File: src/rtl/instr_pkg.sv
// Shared types and defaults for the chiplet link controller.
// Holds the instruction/response payload structs, the link state enum and
// default sizing constants used by chiplet_link_ctrl and its testbench.
package instr_pkg;

    localparam int unsigned DEF_INSTR_FIFO_DEPTH = 4;
    localparam int unsigned DEF_RESP_FIFO_DEPTH  = 2;
    localparam int unsigned DEF_MAX_OUTSTANDING  = 8;

    // CPU -> NMCU instruction payload
    typedef struct packed {
        logic [7:0]  opcode;
        logic [23:0] addr;
        logic [31:0] data;
    } instruction_t;

    // NMCU -> CPU response payload
    typedef struct packed {
        logic [7:0]  tag;
        logic [1:0]  status;
        logic [31:0] data;
    } nmcu_cpu_resp_t;

    typedef enum logic [1:0] {
        IDLE    = 2'd0,
        ACTIVE  = 2'd1,
        DRAIN   = 2'd2,
        DRAINED = 2'd3
    } link_state_t;

endpackage

File: src/rtl/sync_fifo.sv
// Generic single-clock FIFO, parameterised by payload type and depth.
// Ports:
//   clk, rst_n   clock, async active-low reset (empties the FIFO)
//   push_i       write wdata_i (ignored when full)
//   wdata_i      write payload
//   pop_i        drop the head entry (ignored when empty)
//   rdata_o      head entry (valid whenever count_o != 0)
//   count_o      number of stored entries
// DEPTH must be a power of two and at least 2 so pointers wrap naturally.
module sync_fifo #(
    parameter type         T     = logic [7:0],
    parameter int unsigned DEPTH = 4,
    localparam int unsigned AW   = $clog2(DEPTH),
    localparam int unsigned CW   = $clog2(DEPTH + 1)
) (
    input  logic          clk,
    input  logic          rst_n,
    input  logic          push_i,
    input  T              wdata_i,
    input  logic          pop_i,
    output T              rdata_o,
    output logic [CW-1:0] count_o
);

    T              mem_q [DEPTH];
    logic [AW-1:0] wr_ptr_q;
    logic [AW-1:0] rd_ptr_q;
    logic [CW-1:0] count_q;
    logic          push_ok;
    logic          pop_ok;

    assign push_ok = push_i && (count_q != CW'(DEPTH));
    assign pop_ok  = pop_i  && (count_q != '0);

    // Storage needs no reset: the count alone decides what is valid.
    always_ff @(posedge clk) begin
        if (push_ok) begin
            mem_q[wr_ptr_q] <= wdata_i;
        end
    end

    // Pointers wrap modulo DEPTH through their natural width.
    always_ff @(posedge clk or negedge rst_n) begin
        if (!rst_n) begin
            wr_ptr_q <= '0;
            rd_ptr_q <= '0;
            count_q  <= '0;
        end else begin
            if (push_ok) begin
                wr_ptr_q <= wr_ptr_q + AW'(1);
            end
            if (pop_ok) begin
                rd_ptr_q <= rd_ptr_q + AW'(1);
            end
            if (push_ok && !pop_ok) begin
                count_q <= count_q + CW'(1);
            end else if (!push_ok && pop_ok) begin
                count_q <= count_q - CW'(1);
            end
        end
    end

    assign rdata_o = mem_q[rd_ptr_q];
    assign count_o = count_q;

endmodule

File: src/rtl/chiplet_link_ctrl.sv
// Chiplet link controller: buffers CPU instructions toward the NMCU core and
// core responses back to the CPU, tracks outstanding work, and supports a
// drain handshake that quiesces the link.
// Ports:
//   clk, rst_n                         clock, async active-low reset
//   cpu_instr_*                        CPU instruction valid/ready/payload
//   core_instr_*                       instruction toward NMCU core
//   core_resp_*                        response from NMCU core
//   nmcu_resp_*                        response toward CPU
//   drain_req / drain_done             quiesce request (level) / link quiesced
//   outstanding_cnt                    accepted instructions not yet answered
//   proto_err                          sticky: response with nothing outstanding
//   perf_instr_cnt / perf_stall_cnt    performance counters
// Optional feature macro: NMCU_LINK_PERF_EN enables the perf counters;
// without it both perf outputs are tied to zero.
module chiplet_link_ctrl
    import instr_pkg::*;
#(
    parameter int unsigned INSTR_FIFO_DEPTH = DEF_INSTR_FIFO_DEPTH,
    parameter int unsigned RESP_FIFO_DEPTH  = DEF_RESP_FIFO_DEPTH,
    parameter int unsigned MAX_OUTSTANDING  = DEF_MAX_OUTSTANDING
) (
    input  logic           clk,
    input  logic           rst_n,
    input  logic           cpu_instr_valid,
    output logic           cpu_instr_ready,
    input  instruction_t   cpu_instruction,
    output logic           core_instr_valid,
    input  logic           core_instr_ready,
    output instruction_t   core_instruction,
    input  logic           core_resp_valid,
    output logic           core_resp_ready,
    input  nmcu_cpu_resp_t core_response,
    output logic           nmcu_resp_valid,
    input  logic           nmcu_resp_ready,
    output nmcu_cpu_resp_t nmcu_response,
    input  logic           drain_req,
    output logic           drain_done,
    output logic [7:0]     outstanding_cnt,
    output logic           proto_err,
    output logic [31:0]    perf_instr_cnt,
    output logic [31:0]    perf_stall_cnt
);

    localparam int unsigned ICW = $clog2(INSTR_FIFO_DEPTH + 1);
    localparam int unsigned RCW = $clog2(RESP_FIFO_DEPTH + 1);

    link_state_t    state_q, state_d;
    logic           cpu_ready_q, cpu_ready_d;
    logic           resp_ready_q, resp_ready_d;
    logic           drain_done_q, drain_done_d;
    logic           proto_err_q, proto_err_d;
    logic [7:0]     out_cnt_q, out_cnt_d;

    logic [ICW-1:0] in_cnt, in_cnt_d;
    logic [RCW-1:0] resp_cnt, resp_cnt_d;
    logic           cpu_hs, core_hs, core_resp_hs, nmcu_hs;
    logic           link_empty;

    // Handshakes; drain_req masks CPU ready in the same cycle it rises.
    assign cpu_instr_ready  = cpu_ready_q && !drain_req;
    assign cpu_hs           = cpu_instr_valid && cpu_instr_ready;
    assign core_instr_valid = (in_cnt != '0);
    assign core_hs          = core_instr_valid && core_instr_ready;
    assign core_resp_ready  = resp_ready_q;
    assign core_resp_hs     = core_resp_valid && resp_ready_q;
    assign nmcu_resp_valid  = (resp_cnt != '0);
    assign nmcu_hs          = nmcu_resp_valid && nmcu_resp_ready;

    sync_fifo #(
        .T     (instruction_t),
        .DEPTH (INSTR_FIFO_DEPTH)
    ) u_instr_fifo (
        .clk     (clk),
        .rst_n   (rst_n),
        .push_i  (cpu_hs),
        .wdata_i (cpu_instruction),
        .pop_i   (core_hs),
        .rdata_o (core_instruction),
        .count_o (in_cnt)
    );

    sync_fifo #(
        .T     (nmcu_cpu_resp_t),
        .DEPTH (RESP_FIFO_DEPTH)
    ) u_resp_fifo (
        .clk     (clk),
        .rst_n   (rst_n),
        .push_i  (core_resp_hs),
        .wdata_i (core_response),
        .pop_i   (nmcu_hs),
        .rdata_o (nmcu_response),
        .count_o (resp_cnt)
    );

    assign link_empty = (out_cnt_q == '0) && (in_cnt == '0) && (resp_cnt == '0);

    // Next FIFO occupancy; the registered readies are precomputed from it.
    assign in_cnt_d   = in_cnt   + ICW'(cpu_hs)       - ICW'(core_hs);
    assign resp_cnt_d = resp_cnt + RCW'(core_resp_hs) - RCW'(nmcu_hs);

    // Outstanding counter, protocol error and state/ready next values.
    always_comb begin
        state_d      = state_q;
        out_cnt_d    = out_cnt_q;
        proto_err_d  = proto_err_q;

        if (cpu_hs && !nmcu_hs) begin
            out_cnt_d = out_cnt_q + 8'd1;
        end else if (!cpu_hs && nmcu_hs && (out_cnt_q != '0)) begin
            out_cnt_d = out_cnt_q - 8'd1;
        end

        if (core_resp_hs && (out_cnt_q == '0) && !cpu_hs) begin
            proto_err_d = 1'b1;
        end

        unique case (state_q)
            IDLE: begin
                if (drain_req) begin
                    state_d = DRAIN;
                end else if (cpu_hs) begin
                    state_d = ACTIVE;
                end
            end
            ACTIVE: begin
                if (drain_req) begin
                    state_d = DRAIN;
                end else if (link_empty && !cpu_hs) begin
                    state_d = IDLE;
                end
            end
            DRAIN: begin
                if (link_empty) begin
                    state_d = DRAINED;
                end
            end
            DRAINED: begin
                if (!drain_req) begin
                    state_d = IDLE;
                end
            end
            default: state_d = IDLE;
        endcase

        cpu_ready_d  = ((state_d == IDLE) || (state_d == ACTIVE))
                    && (in_cnt_d < ICW'(INSTR_FIFO_DEPTH))
                    && (out_cnt_d < 8'(MAX_OUTSTANDING));
        resp_ready_d = (resp_cnt_d < RCW'(RESP_FIFO_DEPTH));
        drain_done_d = (state_d == DRAINED);
    end

    always_ff @(posedge clk or negedge rst_n) begin
        if (!rst_n) begin
            state_q      <= IDLE;
            out_cnt_q    <= '0;
            proto_err_q  <= 1'b0;
            cpu_ready_q  <= 1'b0;
            resp_ready_q <= 1'b0;
            drain_done_q <= 1'b0;
        end else begin
            state_q      <= state_d;
            out_cnt_q    <= out_cnt_d;
            proto_err_q  <= proto_err_d;
            cpu_ready_q  <= cpu_ready_d;
            resp_ready_q <= resp_ready_d;
            drain_done_q <= drain_done_d;
        end
    end

    assign outstanding_cnt = out_cnt_q;
    assign proto_err       = proto_err_q;
    assign drain_done      = drain_done_q;

`ifdef NMCU_LINK_PERF_EN
    logic [31:0] perf_instr_q;
    logic [31:0] perf_stall_q;

    // Free-running wrap-around counters.
    always_ff @(posedge clk or negedge rst_n) begin
        if (!rst_n) begin
            perf_instr_q <= '0;
            perf_stall_q <= '0;
        end else begin
            if (cpu_hs) begin
                perf_instr_q <= perf_instr_q + 32'd1;
            end
            if (cpu_instr_valid && !cpu_instr_ready) begin
                perf_stall_q <= perf_stall_q + 32'd1;
            end
        end
    end

    assign perf_instr_cnt = perf_instr_q;
    assign perf_stall_cnt = perf_stall_q;
`else
    assign perf_instr_cnt = '0;
    assign perf_stall_cnt = '0;
`endif

endmodule

File: config.mk
export PLATFORM = sky130hd
export DESIGN_NAME = chiplet_link_ctrl
export DESIGN_NICKNAME = d
export VERILOG_FILES = /design/src/rtl/instr_pkg.sv /design/src/rtl/sync_fifo.sv /design/src/rtl/chiplet_link_ctrl.sv
export SDC_FILE = /design/constraint.sdc
export NUM_CORES = 1
export LEC_CHECK = 0
export BUFFER_PORTS_ARGS = -buffer_cell sky130_fd_sc_hd__buf_4
export CORE_MARGIN = 2
export CORE_UTILIZATION = 45
export CTS_CLUSTER_DIAMETER = 80
export CTS_CLUSTER_SIZE = 10
export DETAILED_ROUTE_END_ITERATION = 12
export MAX_ROUTING_LAYER = met4
export PLACE_DENSITY_LB_ADDON = 0.1
export SLEW_MARGIN = 25
export SYNTH_ARGS = -nofsm -noshare
export SYNTH_HDL_FRONTEND = slang
export SYNTH_SLANG_ARGS = --single-unit
File: constraint.sdc
create_clock -name clk -period 5.5 [get_ports clk]
set_input_delay 1.1 -clock clk [delete_from_list [all_inputs] [get_ports clk]]
set_output_delay 1.1 -clock clk [all_outputs]
set_load 0.1 [all_outputs]
==> results.toml, run 1 <==
[logic_synthesis]
muxShareOfSynthArea = 0.1354
post_synth_inst_count = 685
synth-async-reset-ratio = 0.06849
synth.yosys.warnings = 0
share_of_the_yosys_chip_area_belonging_to_registers = 0.7621
largest_family_of_logic_cells_by_synthesized_area = "multiplexers"
synth.lib_cells_used.distinct = 49
synthAdderAreaFrac = 0.01197
post_synth_and_or_nand_nor_area_fraction = 0.02271
synth_compound_area_frac = 0.01214
syn-mean-instance-area_um2 = 20.76
synth-xor-area-share = 0.01109
ys_seq_elements = 365
synth_edf_count = 340
synth-main-ff-cell = "sky130_fd_sc_hd__edfxtp_1"
synth_area_mm2 = 0.01422

[timing]
finalCriticalPeriod_ps = 3836
finalSetupTns_ps = 0
timing.final.max_slew_violations = 0
fmaxAchievable_ghz = 0.2607
rsz_0062_raised_after_global_routing = "no"
layout_setup_ws_ps = 1664
period_share = 0.6975
timing.slew.headroom = 0.3188
finalHoldViolCount = 0
setup_viol = 0
max_slew.worst_pin.slew_ps = 1022
finalClockSkew_ps = 13.30

[global_routing]
number_of_global_route_vias_before_repair = 7217
pin_count_of_the_biggest_net_entering_global_routing = 65
grt_first_pass_wirelength_mm = 39.61
global_route.overflow_total = 0
antenna_found_initial = 1
grt_usage = 0.1610

[critical_path]
crit_type = "register to primary output"
crit_path_max_cell_delay_ps = 940
path_common_cell = "sky130_fd_sc_hd__buf_4"
crit_path_start_kind = "register"
slowest_stage = "sky130_fd_sc_hd__dfrtp_4"
critical_path.n_buffers_inverters = 2
worst-path-max-fanout = 39
r2r_start = "cpu_ready_q"
critical_path.cell_chain = "buf_4 > mux4_2 > buf_4"
arrival_time_of_the_worst_setup_path_ps = 2740
critical_path_required_ps = 4400
cpLargestDelayFamily = "flip-flops"
crit_path_start = "u_instr_fifo.rd_ptr_q[0]"
setup.worst_path.end_class = "primary output"

[floorplan]
initial_utilization = 0.4541
core_mm2 = 0.03131
dieHeight_um = 181.7
floorplan.die.width_um = 181.7
design.die.area_mm2 = 0.03303
ios = 297
num_rows = 65

[placement]
hpwl_mm = 16.01
pre_cts_slack_ps = 1786
place.detailed.instances = 1299
placement.io_buffers = 232
globalplace.congestion = 0.7581

[cts]
h-tree-depth = 2
cts.hold.buffers_added = 0
root_buffer = "sky130_fd_sc_hd__clkbuf_16"
cts.reportedPaths.clkPinSlew_ps = 60
cts.repair.resized = 0
cts_buffers = 42
clock_sinks = 365
cts_max_path_buffers = 3
cts_tree = "yes"
insertion_delay_ps = 530
post_cts.repair.setup_buffers = 0

[cells_and_area]
mostFrequentLayoutCell = "sky130_fd_sc_hd__edfxtp_1"
finish.net_count = 1067
drive_gt1_frac = 0.4278
final_core_utilization = 0.5524
syn2layout_area_growth_pct = 21.67
final_non_filler_cell_total = 1352
layout.cells.most_common_list = "340 x sky130_fd_sc_hd__edfxtp_1, 236 x sky130_fd_sc_hd__buf_4, 64 x sky130_fd_sc_hd__mux4_2, 64 x sky130_fd_sc_hd__conb_1, 43 x sky130_fd_sc_hd__mux2_2"

[route]
routedWlPerCell_um = 19.34
dr.first_iter.drc_count = 338
viasPerCell = 5.063
postRouteAntennaNets = 0
num_vias = 6845
drc = 0
wl_mm = 26.15
drt_pass1_iterations = 4

[run_status]
outcome = "finished, final reports clean"

[run]
timing.max_cap.violations = 0

[min_path]
hold_class = "input port to asynchronous set/reset pin"
-- flip-flops by register name, indices dropped and copies added (netlist names) --
| name | count |
|---|---|
| state_q | 2 |
| core_resp_ready | 1 |
| u_instr_fifo.wr_ptr_q | 2 |
| u_instr_fifo.mem_q | 256 |
| cpu_ready_q | 1 |
| drain_done | 1 |
| u_resp_fifo.wr_ptr_q | 1 |
| u_resp_fifo.rd_ptr_q | 1 |
| u_resp_fifo.mem_q | 84 |
| u_instr_fifo.rd_ptr_q | 2 |
| u_resp_fifo.count_o | 2 |
| outstanding_cnt | 8 |
| u_instr_fifo.count_o | 3 |
| proto_err | 1 |
-- metal layers --
layer  track usage  vias to the layer above  share of wire
met5             -                        -              0
met4       0.04033                        0          0.020
met3       0.06157                       54          0.099
met2        0.2489                      237           0.47
met1        0.2019                     3460           0.41
li1              -                     3094              -
-- Yosys cell counts (3+ instances only) --
cell	instances	area share
sky130_fd_sc_hd__nand2_1	9	0.0024
sky130_fd_sc_hd__xnor2_1	11	0.0068
sky130_fd_sc_hd__buf_4	65	0.034
sky130_fd_sc_hd__o21ai_0	3	0.0011
sky130_fd_sc_hd__buf_2	5	0.0018
sky130_fd_sc_hd__dfrtp_1	25	0.044
sky130_fd_sc_hd__nand3_1	3	0.0011
sky130_fd_sc_hd__inv_1	14	0.0037
sky130_fd_sc_hd__a21oi_1	4	0.0014
sky130_fd_sc_hd__ha_1	12	0.011
sky130_fd_sc_hd__and3_1	3	0.0013
sky130_fd_sc_hd__nor3_1	3	0.0011
sky130_fd_sc_hd__buf_1	4	0.0011
sky130_fd_sc_hd__edfxtp_1	340	0.72
sky130_fd_sc_hd__clkbuf_1	13	0.0034
sky130_fd_sc_hd__mux2_2	43	0.034
sky130_fd_sc_hd__mux4_2	64	0.10
sky130_fd_sc_hd__and2_1	6	0.0026
sky130_fd_sc_hd__xor2_1	7	0.0043
sky130_fd_sc_hd__a31oi_1	3	0.0013
sky130_fd_sc_hd__nor2_1	12	0.0032
-- path summary, 6_finish.rpt --
path	to	slack, ps	cells after the start
setup / recovery	core_instruction[26]	1660	3
hold / removal	outstanding_cnt[5]	480	1
setup reg to reg	u_instr_fifo.mem_q[3][20]	2790	3
hold reg to reg	proto_err	500	1
max in group asynchronous	u_instr_fifo.rd_ptr_q[0]	4720	1
min in group clk	proto_err	500	1
-- metrics by stage --
step	area (um^2)	hold slack (ps)
floorplan	14450	455.5
global placement	16180	474.4
detailed placement	16180	481.5
CTS	17290	476.9
global route	17300	495.2
finish	17300	484.7
-- cell type report --
type,instances,area [um^2]
clock inverter,4,41.29
inverter,14,52.55
multi-input combinational,282,3009
antenna,1,2.502
clock buffer,48,1074
fill,2454,14010
sequential,365,10840
tap,402,503.0
timing repair buffer,236,1772
-- cell families after synthesis --
group | count (synthesis)
simple gates | 56
compound gates | 24
fa+ha+maj | 13
buf+inv | 101
mux | 107
other cells | 1
xor+xnor | 18
flops | 365
Power of run 1 is not shown: default switching activity piles up to over one toggle a cycle in this logic, so the estimate is an artifact.
==> run 2: changes to the inputs <==
ABC_AREA = 1   (was not set)
clock period = 3.12 ns   (was 5.5 ns; I/O delays follow)
==> run 2 against run 1 <==
  * First-iteration DRC count is 42% higher
  * Sequential share of layout area is 2.4 points lower
  * Critical path depth increased by 2
  * Final area grew 3.9%
  * Highest routed layer unchanged
  * Register-to-register slack got worse by 2000 ps
  * Critical endpoint unchanged
  * Synthesized cell count rose by 61%
  * Sequential cell count is the same
  * Worst setup slack got worse by 1400 ps
==> results.toml, run 2 <==
[run_status]
outcome = "finished, final reports clean"

[critical_path]
arrival_time_of_the_worst_setup_path_ps = 2260
crit_path_start = "u_instr_fifo.rd_ptr_q[0]"
setup.worst_path.end_class = "primary output"
worstSetupEndpoint = "core_instruction[26]"
worst_r2r_endpoint = "cpu_ready_q"
crit_type = "register to primary output"
r2r_start = "u_instr_fifo.count_o[0]"
worst_reg2reg_path_length_in_cells = 14
worst-path-max-fanout = 60
critical_path_required_ps = 2500
crit_path_start_kind = "register"
timing.reg2reg.setup_slack_ps = 840

[logic_synthesis]
post_synth_inst_count = 1105
share_of_the_yosys_chip_area_belonging_to_registers = 0.7478
synth_edf_count = 340
synth.yosys.warnings = 0
synth-async-reset-ratio = 0.06849
synth.area.top_cells = "sky130_fd_sc_hd__edfxtp_1 70%, sky130_fd_sc_hd__o21ai_0 4.7%, sky130_fd_sc_hd__dfrtp_1 4.3%, sky130_fd_sc_hd__nand2_1 4.2%, sky130_fd_sc_hd__nor2_1 3.9%"
synth.most_common_cell = "sky130_fd_sc_hd__edfxtp_1"
synth.cells.most_frequent = "340 x sky130_fd_sc_hd__edfxtp_1, 164 x sky130_fd_sc_hd__nand2_1, 151 x sky130_fd_sc_hd__nor2_1"
synth.lib_cells_used.distinct = 32
ys_seq_elements = 365
syn-mean-instance-area_um2 = 13.11
synth_top_cell_by_area = "sky130_fd_sc_hd__edfxtp_1"
post-synth-top-area-fraction = 0.7046
synth-main-ff-cell = "sky130_fd_sc_hd__edfxtp_1"
synth_area_mm2 = 0.01449

[cts]
cts_max_path_buffers = 3
cts_tree = "yes"
insertion_delay_ps = 510
cts.hold.buffers_added = 0
root_buffer = "sky130_fd_sc_hd__clkbuf_16"
h-tree-depth = 2
post_cts.repair.setup_buffers = 0
clock_sinks = 365
cts.repair.resized = 0
cts_buffers = 42
cts.reportedPaths.clkPinSlew_ps = 60

[cells_and_area]
max_flop_register = "u_instr_fifo.mem_q"
largest_register_ff_count = 256
layout.cells.most_common_list = "340 x sky130_fd_sc_hd__edfxtp_1, 239 x sky130_fd_sc_hd__buf_4, 164 x sky130_fd_sc_hd__nand2_1, 145 x sky130_fd_sc_hd__nor2_1, 135 x sky130_fd_sc_hd__o21ai_0"
finish.net_count = 1471
syn2layout_area_growth_pct = 24.00
final_non_filler_cell_total = 1753
drive_gt1_frac = 0.2704
filler_cell_count = 2628
mostFrequentLayoutCell = "sky130_fd_sc_hd__edfxtp_1"

[timing]
rsz_0062_raised_after_global_routing = "no"
final.hold.worst_slack_ps = 18.09
fmaxAchievable_ghz = 0.3464
setup_viol = 0
timing.final.max_slew_violations = 0
finalClockSkew_ps = 13.81
max_slew.worst_pin.slew_ps = 735.8
finalHoldViolCount = 0
period_share = 0.9254
finalSetupTns_ps = 0
finalCriticalPeriod_ps = 2887
timing.slew.headroom = 0.5064

[floorplan]
design.die.area_mm2 = 0.03365
initial_utilization = 0.4580
num_rows = 65
ios = 297
floorplan.die.width_um = 183.4
core_mm2 = 0.03164
dieHeight_um = 183.4

[global_routing]
pin_count_of_the_biggest_net_entering_global_routing = 130
global_route.overflow_total = 0
grt_first_pass_wirelength_mm = 47.33
antenna_found_initial = 1
number_of_global_route_vias_before_repair = 8880
grt_usage = 0.1864

[route]
postRouteAntennaNets = 0
num_vias = 8823
drc = 0
viasPerCell = 5.033
dr.first_iter.drc_count = 481
drt_pass1_iterations = 6
routedWlPerCell_um = 17.48
wl_mm = 30.65

[run]
timing.max_cap.violations = 0

[placement]
place.detailed.instances = 1703
hpwl_mm = 17.89
globalplace.congestion = 0.7533
placement.io_buffers = 232

[min_path]
hold_class = "input port to asynchronous set/reset pin"
[run 2: cell families after synthesis]
| kind of cell | Yosys count | share of synthesized area |
|---|---|---|
| other cells | 1 | 0.0002588 |
| compound gates | 211 | 0.08039 |
| buf+inv | 157 | 0.05777 |
| flops | 365 | 0.7478 |
| xor+xnor | 13 | 0.007858 |
| simple gates | 345 | 0.09421 |
| fa+ha+maj | 13 | 0.01174 |
[run 2: final cells by class]
| type | count | area [um^2] | area share |
|---|---|---|---|
| inverters | 43 | 163.9 | 0.009122 |
| repair buffers | 247 | 1954 | 0.1088 |
| clock inverters | 2 | 22.52 | 0.001253 |
| flip-flops and latches | 365 | 10840 | 0.6033 |
| multi-input cells | 646 | 3412 | 0.1899 |
| well taps | 402 | 503.0 | 0.02799 |
| diodes | 1 | 2.502 | 0.0001393 |
| clock buffers | 47 | 1070 | 0.05954 |
[run 2: per-layer routing]
layer	track usage	part of all wire	vias to the layer above
li1	-	-	4255
met1	0.2296	0.41	4274
met2	0.3029	0.49	255
met3	0.06082	0.088	39
met4	0.03936	0.015	0
met5	-	0	-
[run 2: critical path, cell delays in order (launching register included)]
cell and delay (ps):
sky130_fd_sc_hd__dfrtp_4 500, sky130_fd_sc_hd__inv_4 300, sky130_fd_sc_hd__buf_12 300, sky130_fd_sc_hd__o21ai_0 140
sky130_fd_sc_hd__o22ai_2 150, sky130_fd_sc_hd__buf_4 320
[run 2: worst min path at each step]
stage / startpoint / to / slack [ps] / cells after the start
finish: rst_n / outstanding_cnt[3] / 20 / 1
floorplan: rst_n / core_resp_ready / 330 / 0
CTS: rst_n / outstanding_cnt[3] / 20 / 1
detailed placement: proto_err / proto_err / 470 / 2
global route: rst_n / outstanding_cnt[3] / 40 / 1
global placement: proto_err / proto_err / 470 / 2
[run 2: stage by stage]
stage          setup WS, ps    util  cell area, um^2
2_1_floorplan         32.51       -            15070
3_3_place_gp          515.1  0.5334            16870
3_5_place_dp          486.1  0.5334            16870
4_1_cts               168.5  0.5679            17970
5_1_grt               105.0  0.5680            17970
6_report              232.8  0.5680            17970
Power of run 2 is left out for the same reason.
==> run 3: changes to the inputs <==
RECOVER_POWER = 50   (was not set)
SLEW_MARGIN = 10   (was 25)
==> run 3 against run 2 <==
  * Via count down 0.18%
  * Global-route usage unchanged
  * Sequential share of layout area up 1.1 points
  * Routed wire length down 0.49%
  * Critical path type unchanged
==> results.toml, run 3 (synthesized netlist as in run 2, its figures left out) <==
[placement]
globalplace.congestion = 0.7533
hpwl_mm = 17.89
placement.io_buffers = 232

[floorplan]
ios = 297
core_mm2 = 0.03164
initial_utilization = 0.4580
num_rows = 65
design.die.area_mm2 = 0.03365
dieHeight_um = 183.4
floorplan.die.width_um = 183.4

[route]
num_vias = 8807
drt_pass1_iterations = 5
drc = 0
wl_mm = 30.50
routedWlPerCell_um = 17.36
dr.first_iter.drc_count = 506
postRouteAntennaNets = 0
viasPerCell = 5.013

[cts]
h-tree-depth = 2
cts_max_path_buffers = 3
cts_buffers = 42
cts.reportedPaths.clkPinSlew_ps = 50
cts.repair.resized = 0
root_buffer = "sky130_fd_sc_hd__clkbuf_16"
cts.hold.buffers_added = 0
insertion_delay_ps = 510
clock_sinks = 365
post_cts.repair.setup_buffers = 0
cts_tree = "yes"

[critical_path]
critical_path.cell_chain = "inv_4 > buf_12 > o21ai_0 > o22ai_2 > buf_4"
crit_path_start_kind = "register"
critical_path_required_ps = 2500
crit_type = "register to primary output"
setup.worst_path.end_class = "primary output"
worst-path-max-fanout = 60
timing.reg2reg.setup_slack_ps = 720
slowest_stage = "sky130_fd_sc_hd__dfrtp_4"
crit_path_max_cell_delay_ps = 500
arrival_time_of_the_worst_setup_path_ps = 2260

[run_status]
outcome = "finished, final reports clean"

[global_routing]
grt_first_pass_wirelength_mm = 47.33
number_of_global_route_vias_before_repair = 8880
grt_usage = 0.1864
pin_count_of_the_biggest_net_entering_global_routing = 130
global_route.overflow_total = 0
antenna_found_initial = 5

[timing]
finalCriticalPeriod_ps = 2888
finalSetupTns_ps = 0
period_share = 0.9258
fmaxAchievable_ghz = 0.3462
rsz_0062_raised_after_global_routing = "no"
timing.final.max_slew_violations = 0
setup_viol = 0
finalClockSkew_ps = 12.44
finalHoldViolCount = 0
timing.slew.headroom = 0.02796
final.hold.worst_slack_ps = 316.1
max_slew.worst_pin.slew_ps = 1458

[cells_and_area]
final_core_utilization = 0.5579
drive_gt1_frac = 0.2067
syn2layout_area_growth_pct = 21.80
mostFrequentLayoutCell = "sky130_fd_sc_hd__edfxtp_1"
finish.net_count = 1471
max_flop_register = "u_instr_fifo.mem_q"
largest_register_ff_count = 256
layout.cells.most_common_list = "340 x sky130_fd_sc_hd__edfxtp_1, 166 x sky130_fd_sc_hd__nand2_1, 146 x sky130_fd_sc_hd__nor2_1, 135 x sky130_fd_sc_hd__o21ai_0, 118 x sky130_fd_sc_hd__buf_4"

[run]
timing.max_cap.violations = 0

[min_path]
hold_class = "input port to register"
## run 3: cell types whose count changed in the layout (fill, tap and decap cells not counted), moves of 2 or more
cell,change
sky130_fd_sc_hd__nand2_1,+2
sky130_fd_sc_hd__clkbuf_2,+2
sky130_fd_sc_hd__clkbuf_1,+83
sky130_fd_sc_hd__buf_4,-121
sky130_fd_sc_hd__clkbuf_4,+36
sky130_fd_sc_hd__diode_2,+4
## run 3: cell type report
| class | count | area, um^2 |
|---|---|---|
| Inverter | 43 | 163.9 |
| Timing Repair Buffer | 247 | 1638 |
| Sequential cell | 365 | 10840 |
| Clock buffer | 47 | 1070 |
| Tap cell | 402 | 503.0 |
| Antenna cell | 5 | 12.51 |
| Multi-Input combinational cell | 646 | 3400 |
| Fill cell | 2702 | 13990 |
| Clock inverter | 2 | 22.52 |
## run 3: final timing paths
path / startpoint / endpoint / depth (start not counted)
setup / recovery: u_instr_fifo.rd_ptr_q[0] / core_instruction[26] / 5
hold / removal: core_response[14] / u_resp_fifo.mem_q[1][14] / 1
setup reg to reg: u_resp_fifo.count_o[0] / u_resp_fifo.mem_q[1][34] / 5
hold reg to reg: proto_err / proto_err / 2
max in group asynchronous: rst_n / u_instr_fifo.rd_ptr_q[0] / 1
min in group asynchronous: rst_n / outstanding_cnt[3] / 1
## run 3: metal layers
metal	global-route usage	wire, um	part of all wire
met1	0.2296	12400	0.41
met2	0.3029	14840	0.49
met3	0.06082	2795	0.092
met4	0.03936	465	0.015
met5	-	0	0
## run 3: critical path: cells and delay by family, from the launching register on
family	cells	cell delay (ps)
buf+inv	3	920
compound gates	2	290
flops	1	500
## run 3: metrics by stage
| stage | instances | instance area [um^2] | worst slack, ps |
|---|---|---|---|
| finish | 1757 | 17650 | 231.6 |
| global route | 1757 | 17650 | 105.0 |
| CTS | 1752 | 17970 | 168.5 |
| detailed placement | 1703 | 16870 | 486.1 |
| global placement | 1703 | 16870 | 515.1 |
| floorplan | 1168 | 15070 | 32.51 |
Power of run 3 is left out for the same reason.
